### config.mk
export PLATFORM = sky130hd
export DESIGN_NAME = fifo_1_2
export DESIGN_NICKNAME = d
export VERILOG_FILES = /design/src/rtl/fifo_1_2.sv
export SDC_FILE = /design/constraint.sdc
export NUM_CORES = 1
export LEC_CHECK = 0
export CAP_MARGIN = 20
export CORE_MARGIN = 4
export CORE_UTILIZATION = 47
export DETAILED_ROUTE_END_ITERATION = 12
export HOLD_SLACK_MARGIN = 0.02
export PLACE_DENSITY = 0.83
export SYNTH_ARGS = -nofsm -noshare
export SYNTH_HDL_FRONTEND = slang
export SYNTH_SLANG_ARGS = --single-unit
export TNS_END_PERCENT = 10
### constraint.sdc
create_clock -name CLK -period 2.2 [get_ports CLK]
set_clock_uncertainty 0.2 [all_clocks]
set_input_delay 0.33 -clock CLK [delete_from_list [all_inputs] [get_ports CLK]]
set_output_delay 0.33 -clock CLK [all_outputs]
set_load 0.1 [all_outputs]
### src/rtl/fifo_1_2.sv
// Single-clock FIFO of depth 1 or 2 with registered head data and registered FULL_N/EMPTY_N.
// Outputs come straight from flops, so there is no combinational path from any input.
module fifo_1_2 #(
    parameter int width = 8,
    parameter int depth = 2
) (
    input  logic             CLK,
    input  logic             RST_N,
    input  logic [width-1:0] D_IN,
    input  logic             ENQ,
    input  logic             DEQ,
    input  logic             CLR,
    output logic [width-1:0] D_OUT,
    output logic             FULL_N,
    output logic             EMPTY_N
);

    if (depth != 1 && depth != 2) begin : g_bad_depth
        $error("fifo_1_2: depth must be 1 or 2");
    end

    localparam logic [1:0] DEPTH_C = 2'(depth);

    logic [1:0]       count_p0, count_nxt;
    logic [width-1:0] data0_p0, data0_nxt;
    logic [width-1:0] data1_p0, data1_nxt;
    logic             full_n_p0, empty_n_p0;
    logic             enq_ok, deq_ok;

    // Requests only take effect against the registered flags, so ignored ones leave state alone.
    assign enq_ok = ENQ && full_n_p0;
    assign deq_ok = DEQ && empty_n_p0;

    always_comb begin
        count_nxt = count_p0;
        data0_nxt = data0_p0;
        data1_nxt = data1_p0;
        if (CLR) begin
            count_nxt = 2'd0;
        end else begin
            unique case (count_p0)
                2'd0: begin
                    if (enq_ok) begin
                        data0_nxt = D_IN;
                        count_nxt = 2'd1;
                    end
                end
                2'd1: begin
                    // Depth 1 never sees enq_ok here since FULL_N is low.
                    if (enq_ok && deq_ok) begin
                        data0_nxt = D_IN;
                    end else if (enq_ok) begin
                        data1_nxt = D_IN;
                        count_nxt = 2'd2;
                    end else if (deq_ok) begin
                        count_nxt = 2'd0;
                    end
                end
                2'd2: begin
                    if (deq_ok) begin
                        data0_nxt = data1_p0;
                        count_nxt = 2'd1;
                    end
                end
                default: count_nxt = 2'd0;
            endcase
        end
    end

    // ---- state / output register stage ----
    always_ff @(posedge CLK or negedge RST_N) begin
        if (!RST_N) begin
            count_p0   <= 2'd0;
            data0_p0   <= '0;
            data1_p0   <= '0;
            full_n_p0  <= 1'b1;
            empty_n_p0 <= 1'b0;
        end else begin
            count_p0   <= count_nxt;
            data0_p0   <= data0_nxt;
            data1_p0   <= data1_nxt;
            full_n_p0  <= (count_nxt < DEPTH_C);
            empty_n_p0 <= (count_nxt != 2'd0);
        end
    end

    assign D_OUT   = data0_p0;
    assign FULL_N  = full_n_p0;
    assign EMPTY_N = empty_n_p0;

endmodule

==> results.json <==
{
  "status": "finished, final reports clean",
  "dp.final_hpwl_um": 1270,
  "layout.nets": 105,
  "cts_root_buffer": "clkbuf_4",
  "totalWireLength_um": 1630,
  "dpl-instance-area_um2": 1200,
  "ys_types": 17,
  "syn_area_um2": 931,
  "critPathKind": "reg -> reg",
  "portBuffers": 22,
  "cts_sinks": 20,
  "insertion_delay_ns": 0.29,
  "grt_setup_unrepaired": "false",
  "layout-drive-gt1-share": 0.549,
  "h-tree-depth": 1,
  "combPwrFrac": 0.496,
  "critPathRequiredTime_ns": 2.19,
  "grt_util_met1": 0.178,
  "cts_tree": "done",
  "area_delta_synth_final_pct": 32.5,
  "finalSetupTns_ns": 0,
  "wl_per_cell_um": 14.1,
  "fin_crit_sh": 0.863,
  "clk_pin_slew_worst_paths_ns": 0.11,
  "leakagePower_nw": 0.537,
  "final_core_util": 0.685,
  "worstPathMaxFanout": 4,
  "setup_viol": 0,
  "met3_usage": 0.0313,
  "worst_slew_pin_slew_ns": 0.382,
  "die_h_um": 52.5,
  "grt_use_total": 0.143,
  "vias_per_cell": 5.08,
  "clock.fmax_mhz": 527,
  "synth_top_cell_by_area": "dfrtp_1",
  "p_sw_uw": 709,
  "ios": 23,
  "initial_utilization": 0.517,
  "holdBufCountCts": 0,
  "postRouteAntennaNets": 0,
  "slew_viol_final": 0,
  "synth_top_area_share": 0.511,
  "place_congestion": 0.723,
  "antenna_found_initial": 0,
  "grt_pass1_vias": 668,
  "nFillCells": 159,
  "internal_power_uw": 838,
  "ir_drop_mv": 0.855,
  "clockBufferDepth": 2,
  "finalHoldViolCount": 0,
  "synth_area_leaders": "dfrtp_1 51%, mux2_2 29%, a2111oi_4 3.0%",
  "grt_pass1_wl_um": 2840,
  "die_area_um2": 2760,
  "instances_no_fill": 116,
  "cp.arrival_ns": 1.89,
  "drc": 0,
  "pwr-share-clk": 0.133,
  "synthCells": 62,
  "min_path_type": "in -> async",
  "min_period_ns": 1.90,
  "numCtsBuffers": 3,
  "p_sw_frac": 0.458,
  "grt_max_degree": 21,
  "cts_setup_buffers": 0,
  "synth_nets": 75,
  "postLayoutCellArea_um2": 1230,
  "cp-end-kind": "flop",
  "seq_area_frac_synth": 0.539,
  "pwr-share-seq": 0.371,
  "antennaDiodeCount": 0,
  "grt.overflow.total": 0,
  "grt.busiest_layer": "met2",
  "drt_iter0_drc": 0,
  "yosys_warnings": 0,
  "hold_ws_ns": 0.156,
  "synth_seq_cells": 20,
  "slew-limit-headroom": 0.745,
  "use_met2": 0.236,
  "num_rows": 15,
  "die_x_um": 52.5,
  "crit_path_start_kind": "flop",
  "design.core.area_um2": 1800,
  "dp.cells": 112,
  "drt_pre_antenna_iters": 1,
  "maxCapViolCount": 0,
  "p_per_area_nw_per_um2": 1250,
  "ff2ff_path_depth": 4,
  "num_vias": 589,
  "avgSynthCellArea_um2": 15.0,
  "ctsResizeCount": 0
}
## critical path, cell delays in order, from the launching register on
cell       delay, ns
dfstp_4         0.66
a21oi_1         0.11
a2111oi_4       0.31
buf_4           0.20
mux2_2          0.33
## final cells by class
cell class	instances	area [um2]	share of cell area
Multi-Input combinational cell	39	410	0.333
Inverter	1	3.75	0.00304
Tap cell	25	31.3	0.0254
Clock buffer	4	36.3	0.0294
Timing Repair Buffer	27	245	0.199
Sequential cell	20	507	0.411
## metal layers
| layer | vias up | share of wire |
|---|---|---|
| met5 | - | 0 |
| met4 | 0 | 0.020 |
| met3 | 4 | 0.055 |
| met2 | 15 | 0.52 |
| met1 | 284 | 0.41 |
| li1 | 286 | - |
## cell usage in the layout (no fill, tap or decap), types with 2 or more instances in the layout
master | synthesis | routed
clkdlybuf4s50_1 | 0 | 12
a21oi_1 | 4 | 4
mux2_2 | 24 | 24
buf_4 | 0 | 14
clkbuf_4 | 0 | 3
nand2_1 | 2 | 2
dfrtp_1 | 19 | 18
## cells in the mapped netlist, drive strengths merged
master   instances
a21bo            1
buf              1
o21ba            1
dfstp            1
clkbuf           1
and4b            1
a211o            1
a2111oi          1
inv              1
a2bb2oi          1
mux2            24
o21ai            1
nand2            2
nand3b           1
dfrtp           19
nor2b            1
a21oi            4
## kinds of logic (layout without fill, tap and decap cells)
kind of cell / Yosys count / in the layout / synth area share
AND/OR/NAND/NOR: 5 / 5 / 0.0336
flip-flops: 20 / 20 / 0.539
buffers and inverters: 3 / 32 / 0.0202
multiplexers: 24 / 24 / 0.290
AO/OA/AOI/OAI: 10 / 10 / 0.117
## power by group through the flow
stage	clock, mW	sequential, mW	combinational, mW
3_3_place_gp	0	0.574	0.765
5_1_grt	0.235	0.590	0.801
3_5_place_dp	0	0.581	0.776
6_report	0.205	0.574	0.768
2_1_floorplan	0	0.987	0.183
4_1_cts	0.217	0.574	0.776
## state kept, by name, indices dropped and copies added (netlist names)
| register | flops |
|---|---|
| D_OUT | 8 |
| data1_p0 | 8 |
| count_p0 | 2 |
| EMPTY_N | 1 |
| FULL_N | 1 |
## through the flow
step / power, mW / worst slack [ns]
finish: 1.55 / 0.301
CTS: 1.57 / 0.279
global placement: 1.34 / 0.0555
global route: 1.63 / 0.209
floorplan: 1.17 / 0.0561
detailed placement: 1.36 / 0.0385
## worst paths after layout
path | from | endpoint | slack (ns)
min in group CLK | data1_p0[0]$_DFFE_PN0P_ | data1_p0[0]$_DFFE_PN0P_ | 0.31
max in group asynchronous | RST_N | FULL_N$_DFF_PN1_ | 1.39
max reg2reg | FULL_N$_DFF_PN1_ | D_OUT[1]$_DFFE_PN0P_ | 0.30
max | FULL_N$_DFF_PN1_ | D_OUT[1]$_DFFE_PN0P_ | 0.30
min | RST_N | data1_p0[4]$_DFFE_PN0P_ | 0.16
min reg2reg | data1_p0[0]$_DFFE_PN0P_ | data1_p0[0]$_DFFE_PN0P_ | 0.31
Power figures use the tool's default switching activity.
